[src/rtl/hazard_pkg.sv]
// rtl/hazard_pkg.sv - shared types and control encodings for the pipeline hazard controller
package hazard_pkg;

   localparam int REG_ADDR_W = 5;

   typedef enum logic [1:0] {
      S_INIT,
      S_RUN,
      S_MEM_WAIT
   } state_t;

   typedef struct packed {
      logic pc_en;
      logic if_id_en;
      logic id_ex_en;
      logic ex_mem_en;
      logic mem_wb_en;
      logic if_id_flush;
      logic id_ex_flush;
      logic mem_wb_bubble;
   } ctrl_t;

   // Field order: pc, if_id, id_ex, ex_mem, mem_wb enables, then if_id/id_ex flush, mem_wb bubble.
   localparam ctrl_t CTRL_INIT     = 8'b00000_111;
   localparam ctrl_t CTRL_RUN      = 8'b11111_000;
   localparam ctrl_t CTRL_BRANCH   = 8'b11111_110;
   localparam ctrl_t CTRL_LOAD_USE = 8'b00111_010;
   localparam ctrl_t CTRL_MEM_HOLD = 8'b00001_001;

endpackage

[src/rtl/sat_counter.sv]
// rtl/sat_counter.sv - up-counter that sticks at all-ones instead of wrapping
module sat_counter #(
   parameter int W = 32
) (
   input  logic         clk,
   input  logic         rst_n,
   input  logic         inc,
   output logic [W-1:0] count
);

   logic [W-1:0] count_q, count_d;

   always_comb begin
      count_d = count_q;
      if (inc && (count_q != '1)) begin
         count_d = count_q + 1'b1;
      end
   end

   always_ff @(posedge clk or negedge rst_n) begin
      if (!rst_n) begin
         count_q <= '0;
      end else begin
         count_q <= count_d;
      end
   end

   assign count = count_q;

endmodule

[src/rtl/hazard_ctrl.sv]
// rtl/hazard_ctrl.sv - stall/flush control for hazards the forwarding network cannot resolve
module hazard_ctrl
   import hazard_pkg::*;
#(
   parameter int regAddress_w = REG_ADDR_W,
   parameter int CNT_W        = 32,
   parameter int MEM_TIMEOUT  = 64
) (
   input  logic                    clk,
   input  logic                    rst_n,
   input  logic [regAddress_w-1:0] id_rs1,
   input  logic [regAddress_w-1:0] id_rs2,
   input  logic                    id_use_rs1,
   input  logic                    id_use_rs2,
   input  logic                    ex_mem_read,
   input  logic                    ex_reg_write,
   input  logic [regAddress_w-1:0] ex_rd,
   input  logic                    ex_branch_taken,
   input  logic                    mem_req,
   input  logic                    dmem_ready,
   output logic                    pc_en,
   output logic                    if_id_en,
   output logic                    id_ex_en,
   output logic                    ex_mem_en,
   output logic                    mem_wb_en,
   output logic                    if_id_flush,
   output logic                    id_ex_flush,
   output logic                    mem_wb_bubble,
   output logic [CNT_W-1:0]        stall_cycles,
   output logic [CNT_W-1:0]        flush_count,
   output logic                    mem_timeout
);

   localparam int WAIT_W = $clog2(MEM_TIMEOUT + 1);
   localparam logic [WAIT_W-1:0] WAIT_MAX = WAIT_W'(MEM_TIMEOUT);

   state_t            state_q, state_d;
   logic [WAIT_W-1:0] wait_q, wait_d;
   logic              timeout_q, timeout_d;
   logic              lu, mw;
   logic              flush_inc, stall_inc;
   ctrl_t             ctrl;

   // A load into x0 never produces a value, so it can never be a load-use source.
   assign lu = ex_mem_read && ex_reg_write && (ex_rd != '0) &&
               ((id_use_rs1 && (ex_rd == id_rs1)) || (id_use_rs2 && (ex_rd == id_rs2)));
   assign mw = mem_req && !dmem_ready;

   always_comb begin
      state_d   = state_q;
      wait_d    = wait_q;
      ctrl      = CTRL_INIT;
      flush_inc = 1'b0;
      case (state_q)
         S_INIT: begin
            state_d = S_RUN;
         end
         S_RUN: begin
            if (mw) begin
               ctrl    = CTRL_MEM_HOLD;
               state_d = S_MEM_WAIT;
               wait_d  = WAIT_W'(1);
            end else if (ex_branch_taken) begin
               ctrl      = CTRL_BRANCH;
               flush_inc = 1'b1;
            end else if (lu) begin
               ctrl = CTRL_LOAD_USE;
            end else begin
               ctrl = CTRL_RUN;
            end
         end
         S_MEM_WAIT: begin
            // Branch and load-use are held frozen in EX/ID and get re-examined once back in S_RUN.
            if (mw) begin
               ctrl = CTRL_MEM_HOLD;
               if (wait_q != WAIT_MAX) begin
                  wait_d = wait_q + 1'b1;
               end
            end else begin
               ctrl    = CTRL_RUN;
               state_d = S_RUN;
               wait_d  = '0;
            end
         end
         default: begin
            state_d = S_INIT;
         end
      endcase
   end

   assign timeout_d = timeout_q || (wait_d == WAIT_MAX);
   assign stall_inc = (state_q != S_INIT) && !ctrl.pc_en;

   always_ff @(posedge clk or negedge rst_n) begin
      if (!rst_n) begin
         state_q   <= S_INIT;
         wait_q    <= '0;
         timeout_q <= 1'b0;
      end else begin
         state_q   <= state_d;
         wait_q    <= wait_d;
         timeout_q <= timeout_d;
      end
   end

   sat_counter #(.W(CNT_W)) u_stall_cnt (
      .clk   (clk),
      .rst_n (rst_n),
      .inc   (stall_inc),
      .count (stall_cycles)
   );

   sat_counter #(.W(CNT_W)) u_flush_cnt (
      .clk   (clk),
      .rst_n (rst_n),
      .inc   (flush_inc),
      .count (flush_count)
   );

   assign pc_en         = ctrl.pc_en;
   assign if_id_en      = ctrl.if_id_en;
   assign id_ex_en      = ctrl.id_ex_en;
   assign ex_mem_en     = ctrl.ex_mem_en;
   assign mem_wb_en     = ctrl.mem_wb_en;
   assign if_id_flush   = ctrl.if_id_flush;
   assign id_ex_flush   = ctrl.id_ex_flush;
   assign mem_wb_bubble = ctrl.mem_wb_bubble;
   assign mem_timeout   = timeout_q;

endmodule

[config.mk]
export PLATFORM = sky130hd
export DESIGN_NAME = hazard_ctrl
export DESIGN_NICKNAME = d
export VERILOG_FILES = /design/src/rtl/hazard_pkg.sv /design/src/rtl/sat_counter.sv /design/src/rtl/hazard_ctrl.sv
export SDC_FILE = /design/constraint.sdc
export NUM_CORES = 1
export LEC_CHECK = 0
export CORE_MARGIN = 2
export CORE_UTILIZATION = 49
export CTS_CLUSTER_DIAMETER = 60
export DETAILED_ROUTE_END_ITERATION = 10
export MAX_ROUTING_LAYER = met4
export PLACE_DENSITY = 0.79
export SLEW_MARGIN = 20
export SYNTH_ARGS = -nofsm -noshare
export SYNTH_HDL_FRONTEND = slang
export SYNTH_SLANG_ARGS = --single-unit
export TNS_END_PERCENT = 10
[constraint.sdc]
create_clock -name clk -period 3.15 [get_ports clk]
set_input_delay 0.315 -clock clk [delete_from_list [all_inputs] [get_ports clk]]
set_output_delay 0.315 -clock clk [all_outputs]
set_load 0.005 [all_outputs]
==> out/qor.txt, run 1 <==
# fillers: 659
Worst R2R Path Depth: 9
flop2flop setup slack: 0.43 ns
GR Overflow Total: 0
Seq pwr share: 0.381
Critical Path Sink Type: primary output
Netlist cell types: 56
worst path required time: 2.83 ns
setup bufs post-CTS: 0
final net count: 533
P_sw: 1110 µW
root buf cell: clkbuf_8
routed len/inst: 15.5 µm
H-tree levels: 3
critical path peak fanout: 3
met3 Use GR: 0.0352
Power Total: 3120 µW
Port Buf Inserts: 96
post-CTS sizing: 0
vias in the first global route: 3,309
post-route antenna net violation count: 0
fraction of registers with async set or reset after synthesis: 1.00
area of the mapped netlist: 4120 µm²
share of cells above drive strength 1: 0.113
Comb pwr share: 0.360
leakage: 0.00237 µW
Area growth, synth to finish: 30.7%
register bit total from synthesis: 74
starting density of the core: 0.504
Slew headroom: 0.474
setup tns final: 0 ns
f_max: 339 MHz
clock latency on the worst-skew pair: 0.35 ns
worst hold path class: input pin to asynchronous set/reset pin
max-cap viol count: 0
Post-Syn Nets: 432
antenna violations before repair: 0
Pint: 2020 µW
r2r endpoint: u_stall_cnt.count[5]
Die Y-Extent: 95.7 µm
worst-margin pin slew: 0.790 ns
TritonCTS buffer count: 9
cell count after synthesis: 401
Die W: 95.7 µm
placement-stage cell area: 5170 µm²
CP max-delay cell: or4_1
crit-path cells: clkdlybuf4s50_1 > or4_1 > o211ai_2 > nand2b_1 > o21ai_0 > a21oi_1 > clkdlybuf4s50_1
Sink Count: 74
count of final hold-check violations: 0
Finish-stage setup viols: 0
DR vias/cell: 5.58
pin count of the biggest net entering global routing: 37
Placeable Area: 8180 µm²
placed wire-length estimate: 7140 µm
Pwr per Cell Area: 580 nW/µm²
met2 usage: 0.374
Arr. time, crit path: 2.63 ns
run status: finished, final reports clean
GP Congestion: 0.836
switching share of power: 0.354
CP peak stage delay: 0.58 ns
Syn Area/Cell: 10.3 µm²
VDD IR max: 0.623 mV
clock transition at the registers of the reported paths: 0.08 ns
Synthesis Warnings: 0
crit-path most repeated cell: clkdlybuf4s50_1
die area: 9160 µm²
number of synthesized flops with an enable pin: 0
max-slew violation count: 0
TritonCTS clock tree: yes
critical path startpoint category: input pin
Post-route DRC: 0
ys flop type: dfrtp_1
# IOs: 97
hold buffers post-CTS: 0
Post-Layout Inst Area: 5380 µm²
Setup Skew: 0.00891 ns
vias post-DR: 3,410
global route hottest layer: met2
CP Class: input pin to primary output
CTS Buffer Depth: 2
DRC marker count from the first detailed-route iteration: 182
Seq/Total Area, Yosys: 0.449
first-pass GRT wire length: 15,900 µm
Detailed Route WL: 9500 µm
GR met1 Demand/Resource: 0.297
unrepaired setup endpoints after global routing: false
fin crit period: 2.95 ns
reg2reg start: state_q[1]
row count: 33
clock power share: 0.259
final worst-path cycle share: 0.936
drt pass-1 iters: 4
Total GRT Usage: 0.229
antenna diode count: 0
==> area by class of cell <==
| type | count | area [µm²] | share of cell area |
|---|---|---|---|
| flip-flops and latches | 74 | 1850 | 0.344 |
| clock buffers | 10 | 138 | 0.0256 |
| clock inverters | 5 | 78.8 | 0.0146 |
| multi-input cells | 304 | 2150 | 0.399 |
| repair buffers | 100 | 986 | 0.183 |
| inverters | 13 | 48.8 | 0.00906 |
| well taps | 105 | 131 | 0.0244 |
==> power by group through the flow <==
stage / Clock [µW] / Combinational, µW / Sequential [µW]
CTS: 830 / 1130 / 1190
global route: 877 / 1240 / 1200
floorplan: 0 / 707 / 1160
finish: 809 / 1120 / 1190
detailed placement: 0 / 1120 / 1210
global placement: 0 / 1090 / 1200
==> routing by layer <==
layer | up-vias | share of wire
li1 | 1627 | -
met1 | 1661 | 0.44
met2 | 111 | 0.50
met3 | 11 | 0.044
met4 | 0 | 0.014
met5 | - | 0
==> cells in the final DEF (no fill, tap or decap), types with 3 or more instances in the layout <==
cell type / count
clkdlybuf4s50_1: 95
dfrtp_1: 74
nand2_1: 42
xnor2_1: 36
xor2_1: 36
nand3_1: 28
nor2_1: 24
nand4_1: 18
inv_1: 13
and3_1: 12
o21ai_0: 10
clkbuf_8: 10
nor3_1: 9
nor3_2: 8
nor4_1: 8
ha_1: 7
a21oi_1: 4
and3_2: 4
and4_1: 4
buf_4: 4
nor2b_1: 3
nand4b_1: 3
a31oi_1: 3
a31o_2: 3
==> worst max-delay path, delay by kind of cell <==
family / cells / cell delay (ns)
AND/OR/NAND/NOR: 2 / 0.72
AO/OA/AOI/OAI: 3 / 0.56
buffers and inverters: 2 / 1.03
==> Yosys cell counts, types with 8 or more instances <==
| cell type | instances | area [µm²] |
|---|---|---|
| and3_1 | 12 | 75.1 |
| nand4_1 | 18 | 113 |
| xnor2_1 | 36 | 315 |
| nor2_1 | 24 | 90.1 |
| dfrtp_1 | 74 | 1850 |
| o21ai_0 | 10 | 50.1 |
| nand2_1 | 42 | 158 |
| nor3_1 | 9 | 45.0 |
| inv_1 | 13 | 48.8 |
| nand3_1 | 28 | 140 |
| nor4_1 | 8 | 50.1 |
| xor2_1 | 36 | 315 |
| nor3_2 | 8 | 80.1 |
==> registers in the layout, indices dropped and copies added, names as in the netlist <==
signal             flops
u_stall_cnt.count     32
mem_timeout            1
state_q                2
u_flush_cnt.count     32
wait_q                 7
==> worst max-delay path by stage <==
| stage | start | endpoint | depth (start not counted) |
|---|---|---|---|
| 3_5_place_dp | ex_rd[1] | if_id_en | 7 |
| 3_3_place_gp | ex_rd[1] | pc_en | 7 |
| 2_1_floorplan | state_q[0] | u_stall_cnt.count[1] | 9 |
| 4_1_cts | ex_rd[1] | if_id_en | 7 |
| 6_report | ex_rd[1] | if_id_en | 7 |
| 5_1_grt | ex_rd[1] | pc_en | 7 |
==> per-stage QoR <==
| step | hold slack [ns] | utilization | std cells | setup WS (ns) |
|---|---|---|---|---|
| after floorplan | 0.0194 | - | 401 | 0.899 |
| after global placement | 0.430 | 0.632 | 596 | 0.195 |
| after detailed placement | 0.447 | 0.632 | 596 | 0.193 |
| after CTS | 0.0679 | 0.659 | 611 | 0.180 |
| after global routing | 0.129 | 0.659 | 611 | 0.0756 |
| final | 0.0462 | 0.659 | 611 | 0.201 |
==> cell families (layout without fill, tap and decap cells) <==
family,count (synthesis),after routing,synth area share
xor+xnor,72,72,0.153
flops,74,74,0.449
mux,2,2,0.00547
buf+inv,23,128,0.0289
compound gates,36,36,0.0698
simple gates,187,187,0.272
fa+ha+maj,7,7,0.0213
(Power assumes the default switching activity.)
==> run 2, diff against run 1 <==
clock period = 2.93 ns   (was 3.15 ns; I/O delays follow)
==> run 2 against run 1 <==
Combinational power rose by 17%; sequential share of layout area shrank 0.23 points; final area increased by 0.67%; flip-flop and latch count unchanged; clock skew increased by 0.0035 ns; critical path depth is 1 higher; clock power about the same; die area did not move; largest power group is now combinational logic.
==> out/qor.txt, run 2 (synthesized netlist as in run 1, its figures left out) <==
GP Congestion: 0.840
vias post-DR: 3,425
crit-path most repeated cell: clkdlybuf4s50_1
share of cells above drive strength 1: 0.123
CTS Buffer Depth: 2
GR Overflow Total: 0
run status: finished, final reports clean
count of final hold-check violations: 0
DRC marker count from the first detailed-route iteration: 126
antenna diode count: 0
worst-margin pin slew: 0.789 ns
# IOs: 97
antenna violations before repair: 0
most common cell after layout, fill and taps aside: clkdlybuf4s50_1
setup tns final: 0 ns
post-route antenna net violation count: 0
Critical Path Sink Type: primary output
placed wire-length estimate: 7210 µm
die area: 9160 µm²
clock transition at the registers of the reported paths: 0.08 ns
first-pass GRT wire length: 16,000 µm
crit-path cells: clkdlybuf4s50_1 > or4_4 > o211ai_2 > nand2b_1 > o21ai_0 > a21oi_1 > buf_4 > clkdlybuf4s50_1
CP max-delay cell: or4_4
TritonCTS clock tree: yes
clock latency on the worst-skew pair: 0.34 ns
vias in the first global route: 3,317
Placeable Area: 8180 µm²
critical path peak fanout: 3
final worst-path cycle share: 0.955
final net count: 537
row count: 33
fin crit period: 2.80 ns
VDD IR max: 0.615 mV
root buf cell: clkbuf_8
Total GRT Usage: 0.228
Die Y-Extent: 95.7 µm
PnR worst setup slack: 0.131 ns
worst path required time: 2.64 ns
max-slew violation count: 0
Pwr per Cell Area: 624 nW/µm²
Arr. time, crit path: 2.51 ns
Sink Count: 74
max-cap viol count: 0
Slew headroom: 0.474
CP Class: input pin to primary output
Top Family by Delay on Critical Path: buffers and inverters
Die W: 95.7 µm
Post-Place Setup Slack: 0.0892 ns
Detailed Route WL: 9610 µm
routed len/inst: 15.6 µm
Setup Skew: 0.0124 ns
worst hold slack: 0.0386 ns
starting density of the core: 0.504
H-tree levels: 3
unrepaired setup endpoints after global routing: false
most frequent cells in the layout: clkdlybuf4s50_1 (94), dfrtp_1 (74), nand2_1 (42)
CP peak stage delay: 0.54 ns
# fillers: 662
hold buffers post-CTS: 0
leakage: 0.00240 µW
Worst Path Buf+Inv: 3
Port Buf Inserts: 96
f_max: 357 MHz
Power Total: 3380 µW
utilization after layout: 0.663
Post-route DRC: 0
Finish-stage setup viols: 0
TritonCTS buffer count: 9
pin count of the biggest net entering global routing: 42
worst hold path class: input pin to asynchronous set/reset pin
drt pass-1 iters: 4
critical path startpoint category: input pin
Area growth, synth to finish: 31.6%
DR vias/cell: 5.56
-- run 2: cell count changes in the layout (fill, tap and decap cells not counted) --
cell             change
clkinv_2             +1
or4_1                -1
clkinvlp_4           +1
clkbuf_8             +1
clkinv_4             -1
dlymetal6s2s_1       +1
or4_4                +1
buf_12               +1
clkdlybuf4s50_1      -1
bufinv_16            -1
buf_4                +3
-- run 2: per-layer routing --
metal / global-route usage / wire length [µm]
met1: 0.303 / 4190
met3: 0.0384 / 421
met4: 0.0524 / 69
met2: 0.371 / 4930
met5: - / 0
-- run 2: power by group --
part           switching, µW  internal (µW)  total (µW)
logic                    703            607        1310
registers                144           1120        1260
clock network            374            436         810
total                   1220           2160        3380
-- run 2: path summary, 6_finish.rpt --
kind / startpoint / endpoint / slack, ns / cells after the start
setup / recovery: ex_rd[2] / if_id_en / 0.13 / 8
hold / removal: rst_n / u_stall_cnt.count[6] / 0.04 / 1
setup reg to reg: state_q[1] / u_stall_cnt.count[23] / 0.30 / 9
hold reg to reg: mem_timeout / mem_timeout / 0.46 / 2
max in group asynchronous: rst_n / wait_q[6] / 2.21 / 2
min in group clk: mem_timeout / mem_timeout / 0.46 / 2
-- run 2: what timing repair did --
item                                    CTS  global route
gates resized for setup                   0             2
endpoints found under the setup margin    0             2
setup buffers                             0             0
-- run 2: area by class of cell --
type,instances,area (µm²),share of cell area
Inverter,13,48.8,0.00900
Multi-Input combinational cell,304,2150,0.397
Sequential cell,74,1850,0.342
Timing Repair Buffer,104,1030,0.190
Tap cell,105,131,0.0242
Clock buffer,11,151,0.0279
Clock inverter,5,52.6,0.00970
-- run 2: stage by stage --
| stage | cells | area, µm² |
|---|---|---|
| floorplan | 401 | 4120 |
| global placement | 600 | 5210 |
| detailed placement | 600 | 5210 |
| CTS | 616 | 5410 |
| global route | 616 | 5420 |
| finish | 616 | 5420 |
==> run 3, diff against run 2 <==
CORE_UTILIZATION = 50   (was 49)
CTS_CLUSTER_SIZE = 20   (was unset)
PLACE_DENSITY = 0.8   (was 0.79)
==> run 3 against run 2 <==
Clock skew grew 0.0040 ns; largest power group is now sequential cells; first-iteration DRC count shrank 6.3%; final area shrank 0.12%; routed wire length shrank 2.7%; utilization grew 0.60 points; sequential share of layout area is essentially flat.
==> out/qor.txt, run 3 (synthesized netlist as in run 1, its figures left out) <==
post-CTS sizing: 0
setup bufs post-CTS: 0
worst hold path class: input pin to asynchronous set/reset pin
# IOs: 97
setup tns final: 0 ns
max-cap viol count: 0
row count: 33
CTS Buffer Depth: 2
drt pass-1 iters: 4
crit-path most repeated cell: clkdlybuf4s50_1
Top Family by Delay on Critical Path: buffers and inverters
Pwr per Cell Area: 629 nW/µm²
CP Class: input pin to primary output
worst path required time: 2.64 ns
f_max: 357 MHz
most frequent cells in the layout: clkdlybuf4s50_1 (95), dfrtp_1 (74), nand2_1 (42)
Slew headroom: 0.505
antenna diode count: 0
Area growth, synth to finish: 31.4%
placed wire-length estimate: 7030 µm
Die Y-Extent: 94.8 µm
Post-route DRC: 0
TritonCTS clock tree: yes
Finish-stage setup viols: 0
unrepaired setup endpoints after global routing: false
GP Congestion: 0.899
vias post-DR: 3,444
Sink Count: 74
final worst-path cycle share: 0.956
Setup Skew: 0.0164 ns
root buf cell: clkbuf_8
final net count: 538
met2 usage: 0.344
CP peak stage delay: 0.57 ns
Power Total: 3400 µW
crit-path cells: clkdlybuf4s50_1 > or4_1 > o211ai_2 > nand2b_1 > o21ai_0 > a21oi_2 > clkdlybuf4s50_1
count of final hold-check violations: 0
utilization after layout: 0.669
met3 Use GR: 0.0359
DRC marker count from the first detailed-route iteration: 118
global route hottest layer: met2
Total GRT Usage: 0.224
vias in the first global route: 3,178
fin crit period: 2.80 ns
Non-Filler Instances: 615
GR met1 Demand/Resource: 0.306
share of cells above drive strength 1: 0.122
starting density of the core: 0.509
TritonCTS buffer count: 9
max-slew violation count: 0
Port Buf Inserts: 96
cell total after placement: 601
DR vias/cell: 5.60
critical path peak fanout: 3
Critical Path Sink Type: primary output
Arr. time, crit path: 2.51 ns
# fillers: 634
first-pass GRT wire length: 15,400 µm
Placeable Area: 8090 µm²
pin count of the biggest net entering global routing: 35
GR Overflow Total: 0
die area: 8980 µm²
clock transition at the registers of the reported paths: 0.08 ns
most common cell after layout, fill and taps aside: clkdlybuf4s50_1
clock latency on the worst-skew pair: 0.34 ns
post-route antenna net violation count: 0
run status: finished, final reports clean
Worst Path Buf+Inv: 2
H-tree levels: 3
leakage: 0.00239 µW
Die W: 94.8 µm
hold buffers post-CTS: 0
worst-margin pin slew: 0.743 ns
VDD IR max: 0.372 mV
antenna violations before repair: 0
routed len/inst: 15.2 µm
Detailed Route WL: 9350 µm
critical path startpoint category: input pin
CP max-delay cell: or4_1
-- run 3: cell type report --
class | instances | area [µm²] | area share
Multi-Input combinational cell | 304 | 2150 | 0.398
Clock buffer | 9 | 124 | 0.0229
Sequential cell | 74 | 1850 | 0.342
Inverter | 13 | 48.8 | 0.00901
Tap cell | 105 | 131 | 0.0243
Timing Repair Buffer | 105 | 1020 | 0.189
Clock inverter | 5 | 81.3 | 0.0150
-- run 3: final timing paths --
kind	slack, ns	start	cells past startpoint	end
worst max-delay path	0.13	ex_rd[1]	7	if_id_en
worst min-delay path	0.01	rst_n	1	u_stall_cnt.count[20]
worst max register to register	0.34	state_q[1]	9	u_stall_cnt.count[20]
worst min register to register	0.48	mem_timeout	2	mem_timeout
max in group asynchronous	2.14	rst_n	2	u_stall_cnt.count[25]
min in group clk	0.48	mem_timeout	2	mem_timeout
-- run 3: worst register-to-register path, stage by stage (launching register included) --
cell and delay (ns):
dfrtp_1 0.40, inv_1 0.11, ha_1 0.36, nor2_1 0.13
o31ai_1 0.39, o221ai_1 0.25, nand3_2 0.42, buf_4 0.23
nor3_2 0.05, xor2_1 0.15
-- run 3: per-layer routing --
metal,part of all wire,vias up,wire length [µm]
li1,-,1638,-
met2,0.48,118,4500
met5,0,-,0
met3,0.052,10,487
met1,0.45,1678,4250
met4,0.012,0,108
-- run 3: power breakdown --
part / internal (µW) / switching, µW / leakage (µW) / total [µW]
Combinational: 604 / 680 / 0.00129 / 1280
Clock: 470 / 374 / 0.000101 / 845
Sequential: 1120 / 159 / 0.000996 / 1280
Total: 2190 / 1210 / 0.00239 / 3400
-- run 3: metrics by stage --
step                      instance area [µm²]  setup slack, ns  hold WS, ns
after floorplan                          4120            0.679     -0.00259
after global placement                   5200           0.0731        0.413
after detailed placement                 5200           0.0315        0.404
after CTS                                5410           0.0265       0.0362
after global routing                     5410          0.00768       0.0743
final                                    5410            0.130       0.0127
